==> config.mk <==
export PLATFORM = sky130hd
export DESIGN_NAME = ili9341_init_seq
export DESIGN_NICKNAME = d
export VERILOG_FILES = /design/src/rtl/ili9341_pkg.sv /design/src/rtl/ili9341_init_seq.sv
export SDC_FILE = /design/constraint.sdc
export NUM_CORES = 1
export LEC_CHECK = 0
export ABC_CLOCK_PERIOD_IN_PS = 1300
export CORE_MARGIN = 2
export CORE_UTILIZATION = 40
export CTS_CLUSTER_DIAMETER = 80
export CTS_CLUSTER_SIZE = 40
export DETAILED_ROUTE_END_ITERATION = 12
export MAX_ROUTING_LAYER = met4
export PLACE_DENSITY_LB_ADDON = 0.1
export RECOVER_POWER = 100
export SLEW_MARGIN = 40
export SYNTH_ARGS = -nofsm -noshare
export SYNTH_HDL_FRONTEND = slang
export SYNTH_SLANG_ARGS = --single-unit
export TNS_END_PERCENT = 20
==> constraint.sdc <==
create_clock -name clk -period 1.3 [get_ports clk]
set_input_delay 0.325 -clock clk [delete_from_list [all_inputs] [get_ports clk]]
set_output_delay 0.325 -clock clk [all_outputs]
set_load 0.01 [all_outputs]
==> src/rtl/ili9341_pkg.sv <==
// ili9341_pkg: shared definitions for the ILI9341 init sequencer.
// Holds the FSM state enum, the command-ROM word layout, the end-marker
// constant and the command codes that need a post-command settle delay.
// The WAIT state exists only when ILI9341_INIT_DELAY_EN is defined.
package ili9341_pkg;

  // Command-ROM word: [9] reserved, [8] dc (0 = command, 1 = parameter), [7:0] byte
  localparam int unsigned ROM_W    = 10;
  localparam int unsigned RSVD_BIT = 9;
  localparam int unsigned DC_BIT   = 8;
  localparam int unsigned BYTE_MSB = 7;
  localparam int unsigned BYTE_LSB = 0;

  localparam logic [7:0] END_MARKER = 8'hFF;
  localparam logic [7:0] CMD_SLPOUT = 8'h11;
  localparam logic [7:0] CMD_DISPON = 8'h29;

  typedef struct packed {
    logic       rsvd;
    logic       dc;
    logic [7:0] data;
  } rom_word_t;

`ifdef ILI9341_INIT_DELAY_EN
  typedef enum logic [2:0] {
    IDLE, FETCH, LOAD, SEND, WAIT, DONE
  } state_t;
`else
  typedef enum logic [2:0] {
    IDLE, FETCH, LOAD, SEND, DONE
  } state_t;
`endif

  // A command word of 0xFF terminates the ROM program
  function automatic logic is_end_marker(input rom_word_t w);
    return (w.dc == 1'b0) && (w.data == END_MARKER);
  endfunction

  // Sleep-out and display-on need the panel to settle before the next byte
  function automatic logic is_delay_cmd(input logic dc, input logic [7:0] b);
    return (dc == 1'b0) && ((b == CMD_SLPOUT) || (b == CMD_DISPON));
  endfunction

endpackage

==> src/rtl/ili9341_init_seq.sv <==
// ili9341_init_seq: walks a command ROM and hands each byte to an SPI
// transmitter over a valid/ready handshake, stopping at the end marker
// (command 0xFF) or at the last ROM address.
// Optional: define ILI9341_INIT_DELAY_EN to insert a DELAY_CYCLES wait after
// the sleep-out (0x11) and display-on (0x29) commands.
// Ports:
//   clk, rst_n          clock, asynchronous active-low reset
//   start               one-cycle pulse, starts the sequence (ignored while busy)
//   rom_addr/rom_data   ROM read port, one-cycle read latency
//   spi_valid/spi_ready byte handshake; spi_dc, spi_data carry the byte
//   busy, done          busy while running; done sticky until reset or start
module ili9341_init_seq
  import ili9341_pkg::*;
#(
  parameter int unsigned ADDR_W       = 6,
  parameter int unsigned DELAY_CYCLES = 15_000_000
) (
  input  logic              clk,
  input  logic              rst_n,
  input  logic              start,
  output logic [ADDR_W-1:0] rom_addr,
  input  logic [ROM_W-1:0]  rom_data,
  output logic              spi_valid,
  input  logic              spi_ready,
  output logic              spi_dc,
  output logic [7:0]        spi_data,
  output logic              busy,
  output logic              done
);

  state_t            state, state_nxt;
  logic [ADDR_W-1:0] addr_nxt;
  logic              valid_nxt, dc_nxt, busy_nxt, done_nxt;
  logic [7:0]        data_nxt;
  rom_word_t         word;
  logic              rsvd_unused;

  assign word        = rom_word_t'(rom_data);
  assign rsvd_unused = word.rsvd;

`ifdef ILI9341_INIT_DELAY_EN
  localparam int unsigned CNT_W = (DELAY_CYCLES > 2) ? $clog2(DELAY_CYCLES) : 1;
  logic [CNT_W-1:0] delay_cnt, delay_cnt_nxt;
`else
  localparam int unsigned delay_cycles_unused = DELAY_CYCLES;
`endif

  // State and output registers
  always_ff @(posedge clk or negedge rst_n) begin
    if (!rst_n) begin
      state     <= IDLE;
      rom_addr  <= '0;
      spi_valid <= 1'b0;
      spi_dc    <= 1'b0;
      spi_data  <= 8'h00;
      busy      <= 1'b0;
      done      <= 1'b0;
`ifdef ILI9341_INIT_DELAY_EN
      delay_cnt <= '0;
`endif
    end else begin
      state     <= state_nxt;
      rom_addr  <= addr_nxt;
      spi_valid <= valid_nxt;
      spi_dc    <= dc_nxt;
      spi_data  <= data_nxt;
      busy      <= busy_nxt;
      done      <= done_nxt;
`ifdef ILI9341_INIT_DELAY_EN
      delay_cnt <= delay_cnt_nxt;
`endif
    end
  end

  // Next-state and next-output logic
  always_comb begin
    state_nxt = state;
    addr_nxt  = rom_addr;
    valid_nxt = spi_valid;
    dc_nxt    = spi_dc;
    data_nxt  = spi_data;
    busy_nxt  = busy;
    done_nxt  = done;
`ifdef ILI9341_INIT_DELAY_EN
    delay_cnt_nxt = delay_cnt;
`endif
    unique case (state)
      IDLE, DONE: begin
        if (start) begin
          state_nxt = FETCH;
          addr_nxt  = '0;
          done_nxt  = 1'b0;
          busy_nxt  = 1'b1;
        end
      end
      // Address is presented here; the ROM word appears next cycle
      FETCH: state_nxt = LOAD;
      LOAD: begin
        if (is_end_marker(word)) begin
          state_nxt = DONE;
          valid_nxt = 1'b0;
          busy_nxt  = 1'b0;
          done_nxt  = 1'b1;
        end else begin
          state_nxt = SEND;
          valid_nxt = 1'b1;
          dc_nxt    = word.dc;
          data_nxt  = word.data;
        end
      end
      SEND: begin
        if (spi_ready) begin
          valid_nxt = 1'b0;
          // Last ROM entry consumed without a marker: stop rather than wrap
          if (rom_addr == {ADDR_W{1'b1}}) begin
            state_nxt = DONE;
            busy_nxt  = 1'b0;
            done_nxt  = 1'b1;
          end else begin
            addr_nxt  = rom_addr + ADDR_W'(1);
            state_nxt = FETCH;
`ifdef ILI9341_INIT_DELAY_EN
            if (is_delay_cmd(spi_dc, spi_data)) begin
              state_nxt     = WAIT;
              delay_cnt_nxt = '0;
            end
`endif
          end
        end
      end
`ifdef ILI9341_INIT_DELAY_EN
      // Occupies exactly DELAY_CYCLES cycles
      WAIT: begin
        if (delay_cnt == CNT_W'(DELAY_CYCLES - 1)) begin
          state_nxt = FETCH;
        end else begin
          delay_cnt_nxt = delay_cnt + CNT_W'(1);
        end
      end
`endif
      default: state_nxt = IDLE;
    endcase
  end

endmodule

Yosys cells after proc, flatten, opt, wreduce, memory -nomap -nowiden
Index checks and enable logic that the tools add are counted.
Cells by class
  reductions and logical operators: 11
  multiplexer cells: 22
  equality and inequality tests: 11
  add/subtract/negate cells: 1
  bitwise gates (word level): 2
Operator list (number)
  $mux 6: 3
  $mux 3: 4
  $pmux 3 s4: 1
  $pmux 6 s2: 1
  $mux 1: 10
  $ne 2x2->1 const B: 5
  $eq 8x8->1 const B: 1
  $add 6x1->6 const B: 1
  $eq 3x2->1 const B: 2
  $eq 6x6->1 const B: 1
  $pmux 1 s3: 2
  $reduce_and 2->1: 3
  $reduce_and 5->1: 1
  $reduce_and 4->1: 1
  $reduce_bool 2->1: 2
  $eq 3x1->1 const B: 1
  $eq 3x3->1 const B: 1
  $logic_not 3->1: 1
  $reduce_bool 3->1: 1
  $not 1->1: 2
  $pmux 1 s2: 1
  $reduce_or 2->1: 1
  $logic_and 1x1->1: 1
Storage, ports and cells
  input bits: 14
  flip-flop bits (word level): 21
  output and inout port bits: 18
  logic and storage cells: 54

Longest topological paths before layout
  word-level depth: 4
  gate-level depth with buffers: 5
  mapped depth without buffers: 5

Worst setup path before layout
OpenSTA, ideal clock, no wires.
  path type: input port to flip-flop
  from: input port rom_data[8]
  to: register spi_data[0]
  stages on the path: 4
  required time: 1175 ps
  path slack: -265 ps
  path buffers: 0
  arrival time: 1440 ps
  setup time: 125 ps
  cell sequence: nand2b_1 -> or4_4 -> nand2_8 -> mux2_4
Between the ends
  cells in the longest elaborated chain, start to end: 4
Ends and longest elaborated chain
  from (decl): RTL line ili9341_init_seq.sv:22  | input logic [ROM_W-1:0] rom_data,
  $not 1->1: RTL line ili9341_pkg.sv:36  | return (w.dc == 1'b0) && (w.data == END_MARKER);
  $logic_and 1x1->1: RTL line ili9341_pkg.sv:36
  $not 1->1 (no line)
  $reduce_and 2->1 (no line)
  to (signal assigned): RTL line ili9341_init_seq.sv:66  | spi_data <= data_nxt;
  to (decl): RTL line ili9341_init_seq.sv:26  | output logic [7:0] spi_data,
No other way between the ends.
A chain may end at the register's enable or synchronous reset.

Final worst setup path
  from: register rom_addr[1]
  to: register rom_addr[4]
Between the ends
  cells in the longest elaborated chain, start to end: 4
  elaborated cells on any way between the ends: 7
  classes of those cells: add/sub (1); eq/ne (2); mux (3); reduce/logical (1)
Ends and longest elaborated chain
  from (decl): RTL line ili9341_init_seq.sv:21  | output logic [ADDR_W-1:0] rom_addr,
  from (signal assigned): RTL line ili9341_init_seq.sv:63  | rom_addr <= addr_nxt;
  $add 6x1->6: RTL line ili9341_init_seq.sv:120  | addr_nxt = rom_addr + ADDR_W'(1);
  $mux 6: RTL line ili9341_init_seq.sv:115  | if (rom_addr == {ADDR_W{1'b1}}) begin
  $mux 6: RTL line ili9341_init_seq.sv:112  | if (spi_ready) begin
  $pmux 6 s2: RTL line ili9341_init_seq.sv:87  | unique case (state)
Parallel ways exist; a longest one is shown, timed or not. The select of a mux whose other input is x is not followed.

==> impl_metrics.env <==
export IMPL_antenna_found_initial=0
export IMPL_wl_per_cell_um=14.66
export IMPL_num_vias=940
export IMPL_synth_largest_area_cell="dfrtp_1"
export IMPL_cap_violations=0
export IMPL_power_mw=3.153
export IMPL_synth_yosys_seq_area_share_pct=51.85
export IMPL_syn_area_per_cell_um2=11.26
export IMPL_grt_max_degree=22
export IMPL_reg2reg_depth=7
export IMPL_fill_cells=201
export IMPL_ys_warn_count=0
export IMPL_status="finished with violations"
export IMPL_grt_pass1_vias=967
export IMPL_reg2reg_from="rom_addr[1]"
export IMPL_synth_top_cell_area_share_pct=51.85
export IMPL_antenna_left=0
export IMPL_synth_cells=90
export IMPL_final_core_util_pct=68.78
export IMPL_min_period_ns=1.395
export IMPL_crit_family="flip-flops"
export IMPL_finalHoldViolCount=0
export IMPL_timing_rr_end="rom_addr[4]"
export IMPL_setup_worst_path_end="rom_addr[4]"
export IMPL_initial_core_util_pct=41.67
export IMPL_p_per_area_nw_per_um2=1885
export IMPL_skew_ns=0.01203
export IMPL_critPathMaxStageDelay_ns=0.41
export IMPL_insertion_delay_ns=0.31
export IMPL_gp_congestion=0.8155
export IMPL_io_pins=32
export IMPL_drc=0
export IMPL_cp_depth=7
export IMPL_relSlewSlack_pct=64.28
export IMPL_synth_cell_area_um2=1013
export IMPL_dr_pass1_iters=4
export IMPL_hold_path_class="in -> reg"
export IMPL_final_max_slew_violation_count=0
export IMPL_peakVddDrop_mv=1.289
export IMPL_num_rows=18
export IMPL_crit_fanout=5
export IMPL_cts_inserted_buffers=3
export IMPL_max_freq_ghz=0.7167
export IMPL_core_area_um2=2432
export IMPL_viasPerCell=4.921
export IMPL_final_common_cell="buf_4"
export IMPL_portBuffers=30
export IMPL_dp_hpwl_um=1854
export IMPL_drt_iter0_markers=16
export IMPL_cts_tree="yes"
export IMPL_synth_area_leaders="dfrtp_1 (52%), mux2_4 (12%), nand2_1 (5.6%)"
export IMPL_drive_gt1_share_pct=50.31
export IMPL_path_cells="buf_6, ha_4, nand3_4, o211ai_4, buf_4, nor2_1, a2bb2oi_1"
export IMPL_critPathBufInv=2
export IMPL_required_ns=1.53
export IMPL_mappedNetlistNets=105
export IMPL_clk_pin_slew_worst_paths_ns=0.13
export IMPL_violations="setup timing"
export IMPL_end_kind="register"
export IMPL_path_class="reg -> reg"
export IMPL_start_kind="register"
export IMPL_slowest_stage="dfrtp_1"
export IMPL_cellLeakagePower_nw=0.8000
export IMPL_startpoint="rom_addr[1]"
export IMPL_grt_usage_pct=22.02
export IMPL_drt_total_wl_um=2800
export IMPL_setup_violations=17
export IMPL_grt_pass1_wl_um=4388
export IMPL_multi_input_area_um2=580.6
export IMPL_final_cell_mix="buf_4 (31), dfrtp_1 (20), clkbuf_1 (12), nand2_1 (11), mux2_4 (8)"
export IMPL_areaGrowthSynthToFinish_pct=65.06
export IMPL_period_share_pct=107.3
export IMPL_r2r_slack_ns=-0.1
export IMPL_cts_root_buffer="clkbuf_4"
export IMPL_crit_arrival_ns=1.62
export IMPL_final_setup_tns_ns=-0.9014
export IMPL_die_h_um=54.34
export IMPL_htree_levels=1
export IMPL_dieArea_um2=2952
export IMPL_clock_sinks=21
export IMPL_tightest_slew_ns=0.5359
export IMPL_ys_types=31
export IMPL_whs_ns=0.2617
export IMPL_setup_slack_ns=-0.09530
export IMPL_diodes=0
export IMPL_overflow=0
export IMPL_fp_dieW_um=54.34
export IMPL_ff_latch_area_um2=526.8
export IMPL_cts_max_path_buffers=2
export IMPL_grt_setup_unrepaired="true"
export IMPL_ys_seq_elements=21
export IMPL_final_nets=177
[stage by stage]
stage | setup WS, ns | area (µm²) | cells
finish | -0.09530 | 1673 | 191
floorplan | -0.2265 | 1021 | 90
detailed placement | -0.7630 | 1541 | 174
global placement | -0.7307 | 1541 | 174
global route | -0.1498 | 1673 | 191
CTS | -0.09983 | 1713 | 190
[per-layer routing]
layer	global-route usage, %	share of wire (%)
met1	27.95	43
met2	35.94	51
met3	2.459	3.3
met4	8.750	1.9
met5	-	0
[synthesized netlist by cell type]
| cell type | number |
|---|---|
| a21boi_0 | 1 |
| a21oi_1 | 5 |
| a22oi_1 | 1 |
| a2bb2oi_1 | 1 |
| a31o_2 | 1 |
| a32o_1 | 2 |
| and2_1 | 1 |
| and3b_1 | 1 |
| clkbuf_2 | 1 |
| dfrtp_1 | 21 |
| ha_1 | 1 |
| inv_1 | 4 |
| mux2_4 | 8 |
| mux2i_1 | 1 |
| nand2_1 | 15 |
| nand2_8 | 1 |
| nand2b_1 | 2 |
| nand3_1 | 5 |
| nand3b_1 | 2 |
| nor2_1 | 3 |
| nor2_2 | 1 |
| nor3_1 | 1 |
| nor4_1 | 1 |
| o211a_1 | 1 |
| o211ai_1 | 1 |
| o211ai_2 | 1 |
| o21a_1 | 1 |
| o21ai_0 | 3 |
| o21ai_1 | 1 |
| or3_1 | 1 |
| or4_4 | 1 |
[worst min path at each step]
stage / from / endpoint / slack, ns / cells past startpoint
6_report: rom_data[1] / spi_data[1] / 0.26 / 2
5_1_grt: rom_data[5] / spi_data[5] / 0.25 / 2
4_1_cts: rom_data[5] / spi_data[5] / 0.26 / 2
3_5_place_dp: done / done / 0.47 / 2
3_3_place_gp: done / done / 0.46 / 2
2_1_floorplan: rst_n / busy / 0.03 / 0
[where the power goes]
part	switching [mW]	internal, mW	total [mW]
logic	0.806	0.962	1.77
registers	0.167	0.893	1.06
clock network	0.210	0.115	0.325
[what timing repair did]
item / CTS / global route
endpoints found under the setup margin: 39 / 33
gates cloned: 1 / 0
gates resized for setup: 85 / 25
pin swaps: 11 / 8
endpoints found under the hold margin: 0 / 0
hold buffers: 0 / 0
setup buffers: 11 / 2
[registers in the layout, indices dropped and copies added (netlist names)]
signal,flops
busy,1
done,1
rom_addr,6
spi_data,8
spi_dc,1
spi_valid,1
state,3
[area by class of cell]
type                    instances  area share [%]
clock inverters                 1          0.2992
multi-input cells              65           34.70
well taps                      30           2.244
repair buffers                 67           29.02
flip-flops and latches         21           31.49
inverters                       4          0.8975
clock buffers                   3           1.346
[cells by family after synthesis]
kind of cell               count (synthesis)  share of synthesized area [%]
and+or+nand+nor                           35                          18.77
DFF                                       21                          51.85
AOI/OAI and AO/OA                         19                          13.33
muxes                                      9                          12.84
buffers and inverters                      5                          1.974
adders and majority gates                  1                          1.234
No activity file was read; power rests on OpenSTA's default activity.
